$ cat config.mk
export PLATFORM = sky130hd
export DESIGN_NAME = fp_vector_assembler
export DESIGN_NICKNAME = d
export VERILOG_FILES = /design/src/rtl/fp_vector_assembler.sv
export SDC_FILE = /design/constraint.sdc
export NUM_CORES = 1
export LEC_CHECK = 0
export BUFFER_PORTS_ARGS = -buffer_cell sky130_fd_sc_hd__buf_4
export CAP_MARGIN = 10
export CORE_MARGIN = 2
export CORE_UTILIZATION = 59
export DETAILED_ROUTE_END_ITERATION = 8
export PLACE_DENSITY = 0.79
export SLEW_MARGIN = 5
export SYNTH_ARGS = -nofsm -noshare
export SYNTH_HDL_FRONTEND = slang
export SYNTH_SLANG_ARGS = --single-unit
$ cat constraint.sdc
create_clock -name clk -period 5.35 [get_ports clk]
set_clock_uncertainty 0.15 [all_clocks]
set_input_delay 0.2675 -clock clk [delete_from_list [all_inputs] [get_ports clk]]
set_output_delay 0.2675 -clock clk [all_outputs]
set_load 0.005 [all_outputs]
$ cat src/rtl/fp_vector_assembler.sv
// Collects scalar IEEE-754 single-precision words into LENGTH-element packed vectors.
// Element i lands at out_data[i*32 +: 32]; short vectors closed by in_last are zero-padded.
module fp_vector_assembler #(
    parameter int LENGTH = 3,
    parameter int WIDTH  = 32
) (
    input  logic                         clk,
    input  logic                         rst_n,
    input  logic                         in_valid,
    output logic                         in_ready,
    input  logic [WIDTH-1:0]             in_data,
    input  logic                         in_last,
    output logic                         out_valid,
    input  logic                         out_ready,
    output logic [WIDTH*LENGTH-1:0]      out_data,
    output logic [$clog2(LENGTH+1)-1:0]  out_count,
    output logic                         out_short
);
    localparam int CW = $clog2(LENGTH+1);
    localparam int IW = (LENGTH > 1) ? $clog2(LENGTH) : 1;

    typedef enum logic {FILL, PEND} state_t;

    state_t                         state;
    logic [IW-1:0]                  idx;
    logic [LENGTH-1:0][WIDTH-1:0]   vbuf, merged, out_q;
    logic [CW-1:0]                  pend_count, count_next;
    logic                           pend_short, short_next;
    logic                           fire_in, out_free, complete;

    assign in_ready   = (state == FILL);
    assign fire_in    = in_valid && in_ready;
    assign out_free   = !out_valid || out_ready;
    assign complete   = fire_in && (in_last || idx == IW'(LENGTH-1));
    assign count_next = CW'(idx) + CW'(1);
    assign short_next = count_next < CW'(LENGTH);
    assign out_data   = out_q;

    // Unfilled slots above idx are already zero because vbuf is cleared per vector.
    for (genvar i = 0; i < LENGTH; i++) begin : g_slot
        assign merged[i] = (fire_in && idx == IW'(i)) ? in_data : vbuf[i];
    end

    always_ff @(posedge clk or negedge rst_n) begin
        if (!rst_n) begin
            state      <= FILL;
            idx        <= '0;
            vbuf       <= '0;
            out_q      <= '0;
            out_valid  <= 1'b0;
            out_count  <= '0;
            out_short  <= 1'b0;
            pend_count <= '0;
            pend_short <= 1'b0;
        end else begin
            if (out_valid && out_ready)
                out_valid <= 1'b0;
            case (state)
                FILL: begin
                    if (fire_in) begin
                        if (complete) begin
                            idx <= '0;
                            if (out_free) begin
                                out_q     <= merged;
                                out_count <= count_next;
                                out_short <= short_next;
                                out_valid <= 1'b1;
                                vbuf      <= '0;
                            end else begin
                                // Output still held: park the finished vector until it drains.
                                vbuf       <= merged;
                                pend_count <= count_next;
                                pend_short <= short_next;
                                state      <= PEND;
                            end
                        end else begin
                            vbuf <= merged;
                            idx  <= idx + IW'(1);
                        end
                    end
                end
                PEND: begin
                    if (out_free) begin
                        out_q     <= vbuf;
                        out_count <= pend_count;
                        out_short <= pend_short;
                        out_valid <= 1'b1;
                        vbuf      <= '0;
                        idx       <= '0;
                        state     <= FILL;
                    end
                end
                default: state <= FILL;
            endcase
        end
    end
endmodule

==> results.toml <==
[worst_setup_path]
cp-start-kind = "flip-flop"
path_buf_inv = 1
crit_family = "multiplexers"
crit_fanout = 34
crit_arrival_ps = 3290
timing.critical_path.slowest_cell_delay_ps = 730
path_cells = "inv_1 -> ha_2 -> nand3b_4 -> mux2_4 -> mux2_4"
critPathSlowestCell = "ha_2"
crit_path_end_kind = "flip-flop"
cpMostUsedCell = "mux2_4"
cp.required_ps = 5580
crit_type = "flip-flop to flip-flop"

[sta]
fin_crit_ps = 3060
finalSetupViolations = 0
worstMarginPinSlew_ps = 1280
period_share = 0.571
maxSlewViolCount = 0
whs_ps = 18.6
tns_ps = 0
rsz0062_at_grt = "no"
finalWorstSetupSlack_ps = 2290
relSlewSlack = 0.148
finalHoldViolCount = 0
max_freq_mhz = 327

[floorplan]
die-area_um2 = 18700
boundaryPins = 138
coreArea_um2 = 17200
initial_core_util = 0.602
die_w_um = 137
die_h_um = 137
rows = 48

[logic_synthesis]
postSynthAreaPerCell_um2 = 12.7
synth_cell_types = 30
synth_area_leader_cell = "dfrtp_1"
ys_async_sr_fraction = 1.00
ys.flop_type = "dfrtp_1"
synth.top_cell.area_share = 0.487
yosys_warnings = 0
yosysSeqAreaShare = 0.487
syn_inst = 816
syn_area_um2 = 10400
synth_edf_count = 0
synth_seq_cells = 202
syn_nets = 856
synth_area_leaders = "dfrtp_1 (49%), mux2_2 (15%), o2111ai_1 (11%)"

[cts]
cts_root_buf = "clkbuf_16"
insertion_delay_ps = 500
cts_sinks = 202
htreeDepth = 1
cts_setup_buffers = 0
cts_buffers = 22
cts_max_path_buffers = 3
path_clk_slew_ps = 60
cts_tree = "built"
cts_resized = 0

[run]
drv_cap = 0

[finish]
fin_area_um2 = 12400
multi_input_area_um2 = 4600
fillers = 1182
register_area_um2 = 5050
syn2layout_area_growth_pct = 19.3
fin_nets = 972
stdcell_count = 1173
drive_gt1_frac = 0.415
diodes = 0

[route]
num_vias = 7389
final_antenna_net_count = 0
routed_wl_um = 23800
drt_iter0_drc = 617
dr.pass1.iters = 5
drc = 0
vias_per_cell = 6.30
wl_per_cell_um = 20.3

[power]
ir_worst_vdd_mv = 0.251
powerDensity_nw_per_um2 = 450
p_leak_nw = 5.73

[place]
dp.cells = 1098
place_congestion = 0.715
io_buffers = 137
dpl_cell_area_um2 = 11300
place_hpwl_um = 13400
dpl_worst_slack_ps = 2320

[global_routing]
grt_pass1_vias = 7232
grt.total_usage = 0.258
grt_max_degree = 130
antenna_found_initial = 0
gr-total-overflow = 0
grt_pass1_wl_um = 38900

[status]
status = "finished clean"

[hold_path]
hp-class = "primary input to flip-flop"
[worst register-to-register path, delay by kind of cell, from the launching register on]
kind                     cells  cell delay (ps)
multiplexers                 2              810
adder cells (fa/ha/maj)      1              730
AND/OR/NAND/NOR              1              730
flip-flops                   1              390
buffers and inverters        1              130
[placed cells by master (no fill, tap or decap)]
cell / n
inv_1: 71
clkbuf_8: 6
clkbuf_16: 23
nor2_1: 1
mux2_2: 137
clkbuf_1: 5
o21ai_1: 1
o2111ai_1: 128
mux2i_1: 1
or2_2: 1
ha_2: 2
nand2b_1: 1
a21oi_1: 3
dlygate4sd3_1: 34
a21o_2: 1
o22ai_1: 1
ha_1: 1
clkinv_2: 7
a21oi_4: 1
o211ai_1: 64
nand2_1: 4
a22o_1: 32
o21a_1: 1
dfrtp_1: 202
nand3b_4: 3
nor2b_4: 1
nand3_1: 2
buf_4: 147
mux2_4: 60
and2b_4: 1
o21ai_0: 3
nor2_4: 2
buf_16: 1
[worst paths after layout]
check | startpoint | slack [ps] | depth (start not counted) | to
max | idx[0]$_DFFE_PN0P_ | 2290 | 5 | out_data[20]$_DFFE_PN0P_
min | in_last | 20 | 4 | out_valid$_DFF_PN0_
max reg2reg | idx[0]$_DFFE_PN0P_ | 2290 | 5 | out_data[20]$_DFFE_PN0P_
min reg2reg | vbuf[87]$_DFFE_PN0P_ | 340 | 1 | vbuf[87]$_DFFE_PN0P_
max in group asynchronous | rst_n | 3490 | 3 | out_data[34]$_DFFE_PN0P_
min in group asynchronous | rst_n | 310 | 2 | out_short$_DFFE_PN0P_
[state kept, by name (all words and copies together) (netlist names), 2 cells and up]
register	count
idx	2
out_count	2
out_data	96
pend_count	2
vbuf	96
[cell type report]
cell class | instances | area share
Clock buffer | 33 | 0.0535
Clock inverter | 7 | 0.00283
Inverter | 71 | 0.0215
Multi-Input combinational cell | 452 | 0.371
Sequential cell | 202 | 0.408
Tap cell | 225 | 0.0227
Timing Repair Buffer | 183 | 0.120
[layer usage]
| layer | vias up | share of wire | global-route usage |
|---|---|---|---|
| met5 | - | 0 | 0 |
| met4 | 0 | 0.021 | 0.0799 |
| met3 | 38 | 0.045 | 0.0374 |
| met2 | 193 | 0.48 | 0.409 |
| met1 | 3775 | 0.45 | 0.369 |
| li1 | 3383 | - | - |
[where the power goes]
part / internal, W / switching, W / leakage [nW]
Combinational: 0.00104 / 0.000795 / 2.69
Sequential: 0.00196 / 0.000318 / 2.69
Clock: 0.000855 / 0.000602 / 0.353
[Yosys cell counts, drive strengths merged (2+ instances only)]
cell       n
mux2     197
a22o      32
ha         3
o2111ai  128
clkbuf    30
inv       71
nand2      4
o211ai    64
nand3      2
dfrtp    202
o21ai      4
buf       61
a21oi      4
nand3b     3
nor2       3
[through the flow]
step                 util  power (W)
floorplan               -    0.00335
global placement    0.657    0.00404
detailed placement  0.657    0.00411
CTS                 0.717    0.00560
global route        0.719    0.00586
finish              0.719    0.00557
[repair_timing]
item                                    in CTS  in global routing
endpoints found under the setup margin       0                  0
hold endpoints to repair                   207                  0
hold buffers                                34                  0
[kinds of logic after synthesis]
kind of cell,after synthesis,share of synthesized area
buffers and inverters,162,0.0730
multiplexers,198,0.236
adder cells (fa/ha/maj),3,0.00362
AND/OR/NAND/NOR,16,0.0118
AO/OA/AOI/OAI,235,0.188
flip-flops,202,0.487
Note: power is estimated with default switching activity, not from simulation.
